## src/rtl/lcd_timing_gen_if.sv

```systemverilog
// lcd_timing_gen_if: timing configuration inputs and panel timing outputs of the LCD timing generator
interface lcd_timing_gen_if #(
    parameter int C_HOR_WIDTH = 12,
    parameter int C_VER_WIDTH = 11
);
    logic                   iEn;
    logic [C_HOR_WIDTH-1:0] iHWidth, iHBackPorch, iHFrontPorch, iHResolution;
    logic [C_VER_WIDTH-1:0] iVWidth, iVBackPorch, iVFrontPorch, iVResolution;
    logic                   iHPolarity, iVPolarity, iEnVideoPolarity, iCfgUpdate;
    logic                   oHSynch, oVSynch, oEnVideo;
    logic [C_HOR_WIDTH-1:0] oHAddr;
    logic [C_VER_WIDTH-1:0] oVAddr;
    logic                   oFrameStart, oLineStart, oCfgAck;

    modport master (
        input  iEn, iHWidth, iHBackPorch, iHFrontPorch, iHResolution,
               iVWidth, iVBackPorch, iVFrontPorch, iVResolution,
               iHPolarity, iVPolarity, iEnVideoPolarity, iCfgUpdate,
        output oHSynch, oVSynch, oEnVideo, oHAddr, oVAddr, oFrameStart, oLineStart, oCfgAck
    );

    modport slave (
        output iEn, iHWidth, iHBackPorch, iHFrontPorch, iHResolution,
               iVWidth, iVBackPorch, iVFrontPorch, iVResolution,
               iHPolarity, iVPolarity, iEnVideoPolarity, iCfgUpdate,
        input  oHSynch, oVSynch, oEnVideo, oHAddr, oVAddr, oFrameStart, oLineStart, oCfgAck
    );
endinterface

```

## src/rtl/lcd_timing_gen.sv

```systemverilog
// lcd_timing_gen: LCD/RGB panel sync, data-enable and address generator with frame-aligned timing updates
module lcd_timing_gen #(
    parameter int C_HOR_WIDTH  = 12,
    parameter int C_VER_WIDTH  = 11,
    parameter int C_PIPE_DELAY = 2
) (
    input logic              iClkPixel,
    input logic              iRst,
    lcd_timing_gen_if.master bus
);
    localparam int HW    = C_HOR_WIDTH;
    localparam int VW    = C_VER_WIDTH;
    localparam int HT    = HW + 2;
    localparam int VT    = VW + 2;
    localparam int CFG_W = 4 * HW + 4 * VW + 3;
    localparam int OUT_W = HW + VW + 5;

    typedef enum logic {IDLE, PENDING} state_t;

    state_t           state, nextState;
    logic [CFG_W-1:0] cfgIn, shadow;
    logic [HW-1:0]    hWidth, hBack, hFront, hRes;
    logic [VW-1:0]    vWidth, vBack, vFront, vRes;
    logic             hPol, vPol, dePol;
    logic [HT-1:0]    hCnt, hTotal, hLast, hStart;
    logic [VT-1:0]    vCnt, vTotal, vLast, vStart;
    logic             hEnd, vEnd, frameEnd, doUpdate, lineAct, frameAct, videoAct, cfgAck;
    logic [OUT_W-1:0] curVec, idleVec;
    logic [OUT_W-1:0] pipe [0:C_PIPE_DELAY];

    assign cfgIn = {bus.iHWidth, bus.iHBackPorch, bus.iHFrontPorch, bus.iHResolution,
                    bus.iVWidth, bus.iVBackPorch, bus.iVFrontPorch, bus.iVResolution,
                    bus.iHPolarity, bus.iVPolarity, bus.iEnVideoPolarity};
    assign {hWidth, hBack, hFront, hRes, vWidth, vBack, vFront, vRes, hPol, vPol, dePol} = shadow;
    assign idleVec = {~bus.iHPolarity, ~bus.iVPolarity, ~bus.iEnVideoPolarity, (OUT_W - 3)'(0)};
    assign {bus.oHSynch, bus.oVSynch, bus.oEnVideo, bus.oHAddr, bus.oVAddr,
            bus.oFrameStart, bus.oLineStart} = pipe[C_PIPE_DELAY];
    assign bus.oCfgAck = cfgAck;

    // Frame geometry from the shadow timing; a zero total behaves as a single position
    always_comb begin
        hTotal   = HT'(hWidth) + HT'(hBack) + HT'(hFront) + HT'(hRes);
        vTotal   = VT'(vWidth) + VT'(vBack) + VT'(vFront) + VT'(vRes);
        hLast    = (hTotal == '0) ? '0 : hTotal - HT'(1);
        vLast    = (vTotal == '0) ? '0 : vTotal - VT'(1);
        hStart   = HT'(hWidth) + HT'(hBack);
        vStart   = VT'(vWidth) + VT'(vBack);
        hEnd     = hCnt == hLast;
        vEnd     = vCnt == vLast;
        frameEnd = bus.iEn && hEnd && vEnd;
        lineAct  = hCnt >= hStart && hCnt < hStart + HT'(hRes);
        frameAct = vCnt >= vStart && vCnt < vStart + VT'(vRes);
        videoAct = lineAct && frameAct;
        curVec   = {(hCnt < HT'(hWidth)) ? hPol : ~hPol,
                    (vCnt < VT'(vWidth)) ? vPol : ~vPol,
                    videoAct ? dePol : ~dePol,
                    videoAct ? HW'(hCnt - hStart) : HW'(0),
                    videoAct ? VW'(vCnt - vStart) : VW'(0),
                    hCnt == '0 && vCnt == '0,
                    hCnt == '0};
    end

    // Update request tracking: a request is held until the next end of frame, extra requests merge
    always_comb begin
        doUpdate  = frameEnd && (state == PENDING || bus.iCfgUpdate);
        nextState = doUpdate ? IDLE : (bus.iEn && bus.iCfgUpdate) ? PENDING : state;
    end

    // Update FSM state register
    always_ff @(posedge iClkPixel) begin
        if (!iRst) state <= IDLE;
        else state <= nextState;
    end

    // Counters, shadow timing and output alignment stages; all freeze while iEn is low
    always_ff @(posedge iClkPixel) begin
        if (!iRst) begin
            hCnt   <= '0;
            vCnt   <= '0;
            shadow <= cfgIn;
            cfgAck <= 1'b0;
            for (int i = 0; i <= C_PIPE_DELAY; i++) pipe[i] <= idleVec;
        end else begin
            cfgAck <= doUpdate;
            if (doUpdate) shadow <= cfgIn;
            if (bus.iEn) begin
                hCnt <= hEnd ? '0 : hCnt + HT'(1);
                if (hEnd) vCnt <= vEnd ? '0 : vCnt + VT'(1);
                pipe[0] <= curVec;
                for (int i = 1; i <= C_PIPE_DELAY; i++) pipe[i] <= pipe[i-1];
            end
        end
    end
endmodule

```

## src/flat_wrapper.sv

```systemverilog
// flat-port wrapper written by rule: the top's interface ports become plain ports
module lcd_timing_gen_flat 
#(
    parameter int C_HOR_WIDTH  = 12,
    parameter int C_VER_WIDTH  = 11,
    parameter int C_PIPE_DELAY = 2
)
  (iClkPixel, iRst, bus_iEn, bus_iHWidth, bus_iHBackPorch, bus_iHFrontPorch, bus_iHResolution, bus_iVWidth, bus_iVBackPorch, bus_iVFrontPorch, bus_iVResolution, bus_iHPolarity, bus_iVPolarity, bus_iEnVideoPolarity, bus_iCfgUpdate, bus_oHSynch, bus_oVSynch, bus_oEnVideo, bus_oHAddr, bus_oVAddr, bus_oFrameStart, bus_oLineStart, bus_oCfgAck);
  lcd_timing_gen_if #(.C_HOR_WIDTH(C_HOR_WIDTH), .C_VER_WIDTH(C_VER_WIDTH)) bus_i ();
  input logic iClkPixel;
  input logic iRst;
  input wire logic [$bits(bus_i.iEn)-1:0] bus_iEn;
  input wire logic [$bits(bus_i.iHWidth)-1:0] bus_iHWidth;
  input wire logic [$bits(bus_i.iHBackPorch)-1:0] bus_iHBackPorch;
  input wire logic [$bits(bus_i.iHFrontPorch)-1:0] bus_iHFrontPorch;
  input wire logic [$bits(bus_i.iHResolution)-1:0] bus_iHResolution;
  input wire logic [$bits(bus_i.iVWidth)-1:0] bus_iVWidth;
  input wire logic [$bits(bus_i.iVBackPorch)-1:0] bus_iVBackPorch;
  input wire logic [$bits(bus_i.iVFrontPorch)-1:0] bus_iVFrontPorch;
  input wire logic [$bits(bus_i.iVResolution)-1:0] bus_iVResolution;
  input wire logic [$bits(bus_i.iHPolarity)-1:0] bus_iHPolarity;
  input wire logic [$bits(bus_i.iVPolarity)-1:0] bus_iVPolarity;
  input wire logic [$bits(bus_i.iEnVideoPolarity)-1:0] bus_iEnVideoPolarity;
  input wire logic [$bits(bus_i.iCfgUpdate)-1:0] bus_iCfgUpdate;
  output wire logic [$bits(bus_i.oHSynch)-1:0] bus_oHSynch;
  output wire logic [$bits(bus_i.oVSynch)-1:0] bus_oVSynch;
  output wire logic [$bits(bus_i.oEnVideo)-1:0] bus_oEnVideo;
  output wire logic [$bits(bus_i.oHAddr)-1:0] bus_oHAddr;
  output wire logic [$bits(bus_i.oVAddr)-1:0] bus_oVAddr;
  output wire logic [$bits(bus_i.oFrameStart)-1:0] bus_oFrameStart;
  output wire logic [$bits(bus_i.oLineStart)-1:0] bus_oLineStart;
  output wire logic [$bits(bus_i.oCfgAck)-1:0] bus_oCfgAck;
  assign bus_i.iEn = bus_iEn;
  assign bus_i.iHWidth = bus_iHWidth;
  assign bus_i.iHBackPorch = bus_iHBackPorch;
  assign bus_i.iHFrontPorch = bus_iHFrontPorch;
  assign bus_i.iHResolution = bus_iHResolution;
  assign bus_i.iVWidth = bus_iVWidth;
  assign bus_i.iVBackPorch = bus_iVBackPorch;
  assign bus_i.iVFrontPorch = bus_iVFrontPorch;
  assign bus_i.iVResolution = bus_iVResolution;
  assign bus_i.iHPolarity = bus_iHPolarity;
  assign bus_i.iVPolarity = bus_iVPolarity;
  assign bus_i.iEnVideoPolarity = bus_iEnVideoPolarity;
  assign bus_i.iCfgUpdate = bus_iCfgUpdate;
  assign bus_oHSynch = bus_i.oHSynch;
  assign bus_oVSynch = bus_i.oVSynch;
  assign bus_oEnVideo = bus_i.oEnVideo;
  assign bus_oHAddr = bus_i.oHAddr;
  assign bus_oVAddr = bus_i.oVAddr;
  assign bus_oFrameStart = bus_i.oFrameStart;
  assign bus_oLineStart = bus_i.oLineStart;
  assign bus_oCfgAck = bus_i.oCfgAck;
  lcd_timing_gen #(.C_HOR_WIDTH(C_HOR_WIDTH), .C_VER_WIDTH(C_VER_WIDTH), .C_PIPE_DELAY(C_PIPE_DELAY)) u_core (.iClkPixel(iClkPixel), .iRst(iRst), .bus(bus_i));
endmodule
```

## config.mk

```make
export PLATFORM = sky130hd
export DESIGN_NAME = lcd_timing_gen_flat
export DESIGN_NICKNAME = d
export VERILOG_FILES = /design/src/rtl/lcd_timing_gen_if.sv /design/src/rtl/lcd_timing_gen.sv /design/src/flat_wrapper.sv
export SDC_FILE = /design/constraint.sdc
export NUM_CORES = 1
export LEC_CHECK = 0
export CORE_MARGIN = 2
export CORE_UTILIZATION = 35
export DETAILED_ROUTE_END_ITERATION = 8
export GPL_ROUTABILITY_DRIVEN = 0
export REMOVE_ABC_BUFFERS = 1
export SYNTH_ARGS = -nofsm -noshare
export SYNTH_HDL_FRONTEND = slang
export SYNTH_SLANG_ARGS = --single-unit
export TNS_END_PERCENT = 20
```

## constraint.sdc

```tcl
create_clock -name iClkPixel -period 9.71 [get_ports iClkPixel]
set_clock_uncertainty 0.2 [all_clocks]
set_input_delay 1.942 -clock iClkPixel [delete_from_list [all_inputs] [get_ports iClkPixel]]
set_output_delay 1.942 -clock iClkPixel [all_outputs]
set_load 0.01 [all_outputs]
```

==> results of run 1 <==
worst min-delay path, cell delays in order, from the launching register on:
cell     delay [ns]
dfxtp_1        0.33
a21oi_1        0.04
nor2_1         0.07
path summary, 6_finish.rpt:
| check | slack (ns) | end | cells after the start |
|---|---|---|---|
| min | 0.28 | u_core.state | 2 |
| max | 1.29 | u_core.shadow[47] | 27 |
| max reg2reg | 1.29 | u_core.shadow[47] | 27 |
| min reg2reg | 0.28 | u_core.state | 2 |
placed cells by master (no fill, tap or decap), types with 31 or more instances in the layout:
cell	Yosys	layout
nor2_1	90	90
edfxtp_1	179	179
ha_1	146	146
xnor2_1	78	78
clkdlybuf4s50_1	0	126
a21o_1	37	37
inv_1	207	207
a21oi_1	77	77
nand2_1	70	68
fa_1	31	31
o21ai_0	60	60
and3_1	69	69
metal layers:
metal	share of wire, %	wire length (µm)
met4	2.0	653
met2	43	13900
met1	50	16200
met5	0	0
met3	5.5	1800
power by group through the flow:
stage	registers (mW)	logic, mW	clock network [mW]
6_report	1.04	1.26	0.874
5_1_grt	1.04	1.42	0.940
4_1_cts	1.04	1.25	0.910
3_5_place_dp	1.06	1.24	0
3_3_place_gp	1.06	1.22	0
2_1_floorplan	1.06	0.946	0
flip-flops by register name (all words and copies together), names as in the netlist:
name,count
u_core.state,1
u_core.shadow,95
u_core.vCnt,13
u_core.bus.oCfgAck,1
u_core.pipe,84
u_core.hCnt,14
Yosys cell counts, types with 28 or more instances:
cell type,number,area [µm²]
edfxtp_1,179,5380
a21oi_1,77,385
xor2_1,28,245
inv_1,207,777
fa_1,31,621
dfxtp_1,29,581
nor2_1,90,338
nand2_1,70,263
ha_1,146,1830
and3_1,69,432
a21o_1,37,278
xnor2_1,78,683
o21ai_0,60,300
clkbuf_1,34,128
nand3_1,30,150
cell type report:
class	instances	area [µm²]	share of cell area, %
Clock buffer	30	644	3.78
Tap cell	532	666	3.91
Multi-Input combinational cell	987	7570	44.5
Sequential cell	208	5960	35.0
Clock inverter	11	110	0.647
Inverter	207	777	4.56
Timing Repair Buffer	130	1300	7.64
cells by family (layout without fill, tap and decap cells):
family	count (synthesis)	in the layout	share of synthesized area (%)
buffers and inverters	271	378	7.69
AO/OA/AOI/OAI	289	289	13.1
multiplexers	11	11	0.752
XOR/XNOR	108	108	6.66
flip-flops	208	208	40.7
AND/OR/NAND/NOR	402	402	14.4
adder cells (fa/ha/maj)	177	177	16.7
==> flow_summary.json, run 1 <==
{
  "layout_worst_path_cycle_share_pct": 86.7,
  "seq_power_share_pct": 32.7,
  "synthesis.area_um2": 14600,
  "numClockSinks": 208,
  "path_clk_slew_ns": 0.06,
  "postLayoutSetupSlackWorst_ns": 1.29,
  "route.vias.total": 10500,
  "postCtsResizedCells": 0,
  "worst_setup_path_class": "reg2reg",
  "cts-htree-levels": 1,
  "power.ir.vdd_worst_v": 0.000104,
  "globalRoute.totalOverflow": 0,
  "setup_viol_count_final": 0,
  "clock-root-buffer": "clkbuf_16",
  "ys_seq_area_share_pct": 40.7,
  "worst_ep_arrival_time_ns": 8.42,
  "setup_tns_ns": 0,
  "clockPowerShare_pct": 27.6,
  "worst_path_max_delay_cell": "or4_4",
  "highest_utilization_routing_layer_at_the_global_route_stage": "met2",
  "combinationalPowerShare_pct": 39.7,
  "placement_rows": 74,
  "async_reset_ff_share_pct": 0,
  "grt_use_met2_pct": 23.3,
  "average_via_count_per_standard_cell": 5.00,
  "postCtsHoldBufs": 0,
  "status": "completed",
  "wl_per_cell_um": 15.5,
  "chipWidth_um": 209,
  "cpLargestDelayFamily": "compound AO/OA/AOI/OAI gates",
  "yosys_warnings": 0,
  "diodes": 0,
  "final_cell_area_um2": 17000,
  "drt_wl_total_um": 32600,
  "syn-mean-instance-area_um2": 9.99,
  "synthCells": 1466,
  "globalRouteMet1Util_pct": 21.7,
  "layout.filler_cells": 3962,
  "final_net_count": 1834,
  "hold_viol_final": 0,
  "first_global_vias": 10500,
  "first_pass_iters": 7,
  "io-pin-count": 128,
  "p_leak_nw": 7.48,
  "timing.critical_path.from_type": "register",
  "worstMarginPinSlew_ns": 1.11,
  "start_util_pct": 35.7,
  "slew_violations": 0,
  "worst_setup_path_startpoint": "u_core.shadow[83]",
  "drc_errors": 0,
  "grt_setup_unrepaired": "false",
  "final_cells": 2105,
  "dp.cells": 2064,
  "achievable-frequency_ghz": 0.119,
  "groute.layer.met3.usage_pct": 2.49,
  "largest_net_degree_at_the_start_of_global_routing": 87,
  "cts_inserted_buffers": 24,
  "place.port_buffers": 127,
  "number_of_antenna_violations_at_the_first_check_in_global_routing": 0,
  "power_density_nw_per_um2": 186,
  "cts_setup_buffers": 0,
  "detailedPlacementHpwl_um": 25200,
  "synth_flop_cell": "edfxtp_1",
  "fp.dieArea_um2": 43500,
  "worst-path-buf-inv": 3,
  "fin_hold_ws_ns": 0.276,
  "postRouteAntennaNets": 0,
  "switching_share_pct": 34.8,
  "layout-area-overhead-vs-synth_pct": 16.3,
  "slew_headroom_pct": 26.3,
  "drt-initial-drc-count": 547,
  "clk_latency_ns": 0.53,
  "timing.hold.worst.class": "reg2reg",
  "crit-reg2reg-launch": "u_core.shadow[83]",
  "cts_tree": "built",
  "slowest_delay_ns": 0.66,
  "grt_pass1_wl_um": 53500,
  "layout-drive-gt1-share_pct": 3.81,
  "crit_path_end_kind": "register",
  "maxCapViolCount": 0,
  "required_ns": 9.71,
  "critical_path.max_fanout": 49,
  "period_minus_slack_ns": 8.42,
  "p_switching_mw": 1.10,
  "finalCoreUtilization_pct": 41.5,
  "yosys.cell_types.count": 78,
  "die_h_um": 209,
  "ctsLongestPathBuffers": 3,
  "fp.coreArea_um2": 41000,
  "grt_usage_pct": 15.0,
  "worst_min_delay_path_startpoint": "u_core.state",
  "fin_total_pwr_mw": 3.17,
  "power.internal_mw": 2.07,
  "dp_slack_ns": 1.28,
  "placement_stage_cell_area_um2": 16300,
  "ys_ff_latch": 208,
  "synth-edff-count": 179
}
(Power assumes the default switching activity.)
==> inputs of run 2 (changes only) <==
--- a/config.mk
+++ b/config.mk
@@ -5,6 +5,7 @@
 export SDC_FILE = /design/constraint.sdc
 export NUM_CORES = 1
 export LEC_CHECK = 0
+export CAP_MARGIN = 20
 export CORE_MARGIN = 2
 export CORE_UTILIZATION = 35
 export DETAILED_ROUTE_END_ITERATION = 8
==> run 2 against run 1 <==
Effect of this change:
- routed wire length is essentially flat
- clock-buffer cell count is the same
- sequential power about the same
- flip-flop and latch count unchanged
- first-iteration DRC count shrank 2.6%
- clock power about the same
- global-route usage is the same
- critical path depth unchanged
- non-clock buffer count is 1 higher
- via count is essentially flat
- fmax barely moved
- die area is the same
- critical path type unchanged
- critical endpoint unchanged
- largest power group unchanged
==> flow_summary.json, run 2 (synthesized netlist as in run 1, its figures left out) <==
{
  "largest_register_ff_count": 95,
  "regMostFlops": "u_core.shadow",
  "final_net_count": 1835,
  "io-pin-count": 128,
  "timing.critical_path.from_type": "register",
  "layout.cells.most_common": "inv_1",
  "start_util_pct": 35.7,
  "regs_by_ff_count": "u_core.shadow (95), u_core.pipe (84), u_core.hCnt (14)",
  "postCtsResizedCells": 0,
  "layout-area-overhead-vs-synth_pct": 16.5,
  "average_via_count_per_standard_cell": 4.99,
  "fp.dieArea_um2": 43500,
  "ctsLongestPathBuffers": 3,
  "final_cell_mix": "inv_1 (207), edfxtp_1 (179), ha_1 (146)",
  "status": "completed",
  "globalRoute.totalOverflow": 0,
  "postCtsHoldBufs": 0,
  "grt_usage_pct": 15.0,
  "drc_errors": 0,
  "wl_per_cell_um": 15.5,
  "placement_rows": 74,
  "detailedPlacementHpwl_um": 25200,
  "grt_pass1_wl_um": 53500,
  "power_density_nw_per_um2": 186,
  "die_h_um": 209,
  "drt_wl_total_um": 32600,
  "clock-root-buffer": "clkbuf_16",
  "setup_viol_count_final": 0,
  "largest_net_degree_at_the_start_of_global_routing": 87,
  "postRouteAntennaNets": 0,
  "worst_path_max_delay_cell": "or4_4",
  "clk_latency_ns": 0.53,
  "number_of_antenna_violations_at_the_first_check_in_global_routing": 0,
  "route.vias.total": 10500,
  "critical_path.max_fanout": 49,
  "slowest_delay_ns": 0.66,
  "dp_slack_ns": 1.28,
  "setup_tns_ns": 0,
  "maxCapViolCount": 0,
  "path_clk_slew_ns": 0.06,
  "layout_worst_path_cycle_share_pct": 86.7,
  "p_leak_nw": 7.50,
  "crit_path_end_kind": "register",
  "hold_viol_final": 0,
  "cts-htree-levels": 1,
  "worst-path-buf-inv": 3,
  "layout-drive-gt1-share_pct": 3.88,
  "cts_setup_buffers": 0,
  "worstMarginPinSlew_ns": 0.910,
  "grt_setup_unrepaired": "false",
  "fin_total_pwr_mw": 3.17,
  "fp.coreArea_um2": 41000,
  "slew_headroom_pct": 39.3,
  "period_minus_slack_ns": 8.42,
  "timing.hold.worst.class": "reg2reg",
  "place.port_buffers": 127,
  "cpLargestDelayFamily": "compound AO/OA/AOI/OAI gates",
  "chipWidth_um": 209,
  "worst_setup_path_class": "reg2reg",
  "slew_violations": 0,
  "required_ns": 9.71,
  "worst_ep_arrival_time_ns": 8.42,
  "achievable-frequency_ghz": 0.119,
  "cts_tree": "built",
  "drt-initial-drc-count": 533,
  "power.ir.vdd_worst_v": 0.000104,
  "finalCoreUtilization_pct": 41.6,
  "cts_inserted_buffers": 24,
  "diodes": 0,
  "numClockSinks": 208,
  "first_global_vias": 10500,
  "postLayoutSetupSlackWorst_ns": 1.29,
  "first_pass_iters": 5
}
-- run 2: report_power, final --
group	switching [mW]	total [mW]	internal, mW
registers	0.0175	1.04	1.02
clock network	0.355	0.875	0.520
logic	0.732	1.26	0.529
-- run 2: worst paths after layout --
path / start / to / slack (ns) / depth (start not counted)
max reg2reg: u_core.shadow[83] / u_core.shadow[47] / 1.29 / 27
min reg2reg: u_core.state / u_core.state / 0.28 / 2
min: u_core.state / u_core.state / 0.28 / 2
max: u_core.shadow[83] / u_core.shadow[47] / 1.29 / 27
-- run 2: per-stage QoR --
| stage | hold WS, ns | cells | area [µm²] |
|---|---|---|---|
| 2_1_floorplan | 0.237 | 1402 | 14300 |
| 3_3_place_gp | 0.255 | 2064 | 16300 |
| 3_5_place_dp | 0.265 | 2064 | 16300 |
| 4_1_cts | 0.277 | 2105 | 17000 |
| 5_1_grt | 0.349 | 2106 | 17100 |
| 6_report | 0.283 | 2106 | 17100 |
-- run 2: per-layer routing --
| metal | track usage [%] | up-vias | share of wire (%) |
|---|---|---|---|
| met1 | 21.7 | 4882 | 50 |
| met4 | 3.87 | 0 | 2.0 |
| met5 | 0 | - | 0 |
| li1 | - | 5367 | - |
| met2 | 23.3 | 222 | 43 |
| met3 | 2.49 | 46 | 5.6 |
-- run 2: layout make-up --
cell class / count / area [µm²]
multi-input cells: 987 / 7570
flip-flops and latches: 208 / 5960
fillers: 3959 / 24000
clock buffers: 30 / 644
well taps: 532 / 666
inverters: 207 / 777
clock inverters: 11 / 110
repair buffers: 131 / 1330
-- run 2: worst register-to-register path: cells and delay by family, from the launching register on --
family                     cells  cell delay (ns)
muxes                          1             0.24
xor gates and xnor gates       2             0.32
buffers and inverters          3             0.47
and+or+nand+nor                4             2.02
DFF                            1             0.40
adders and majority gates      4             1.52
AOI/OAI and AO/OA             13             2.83
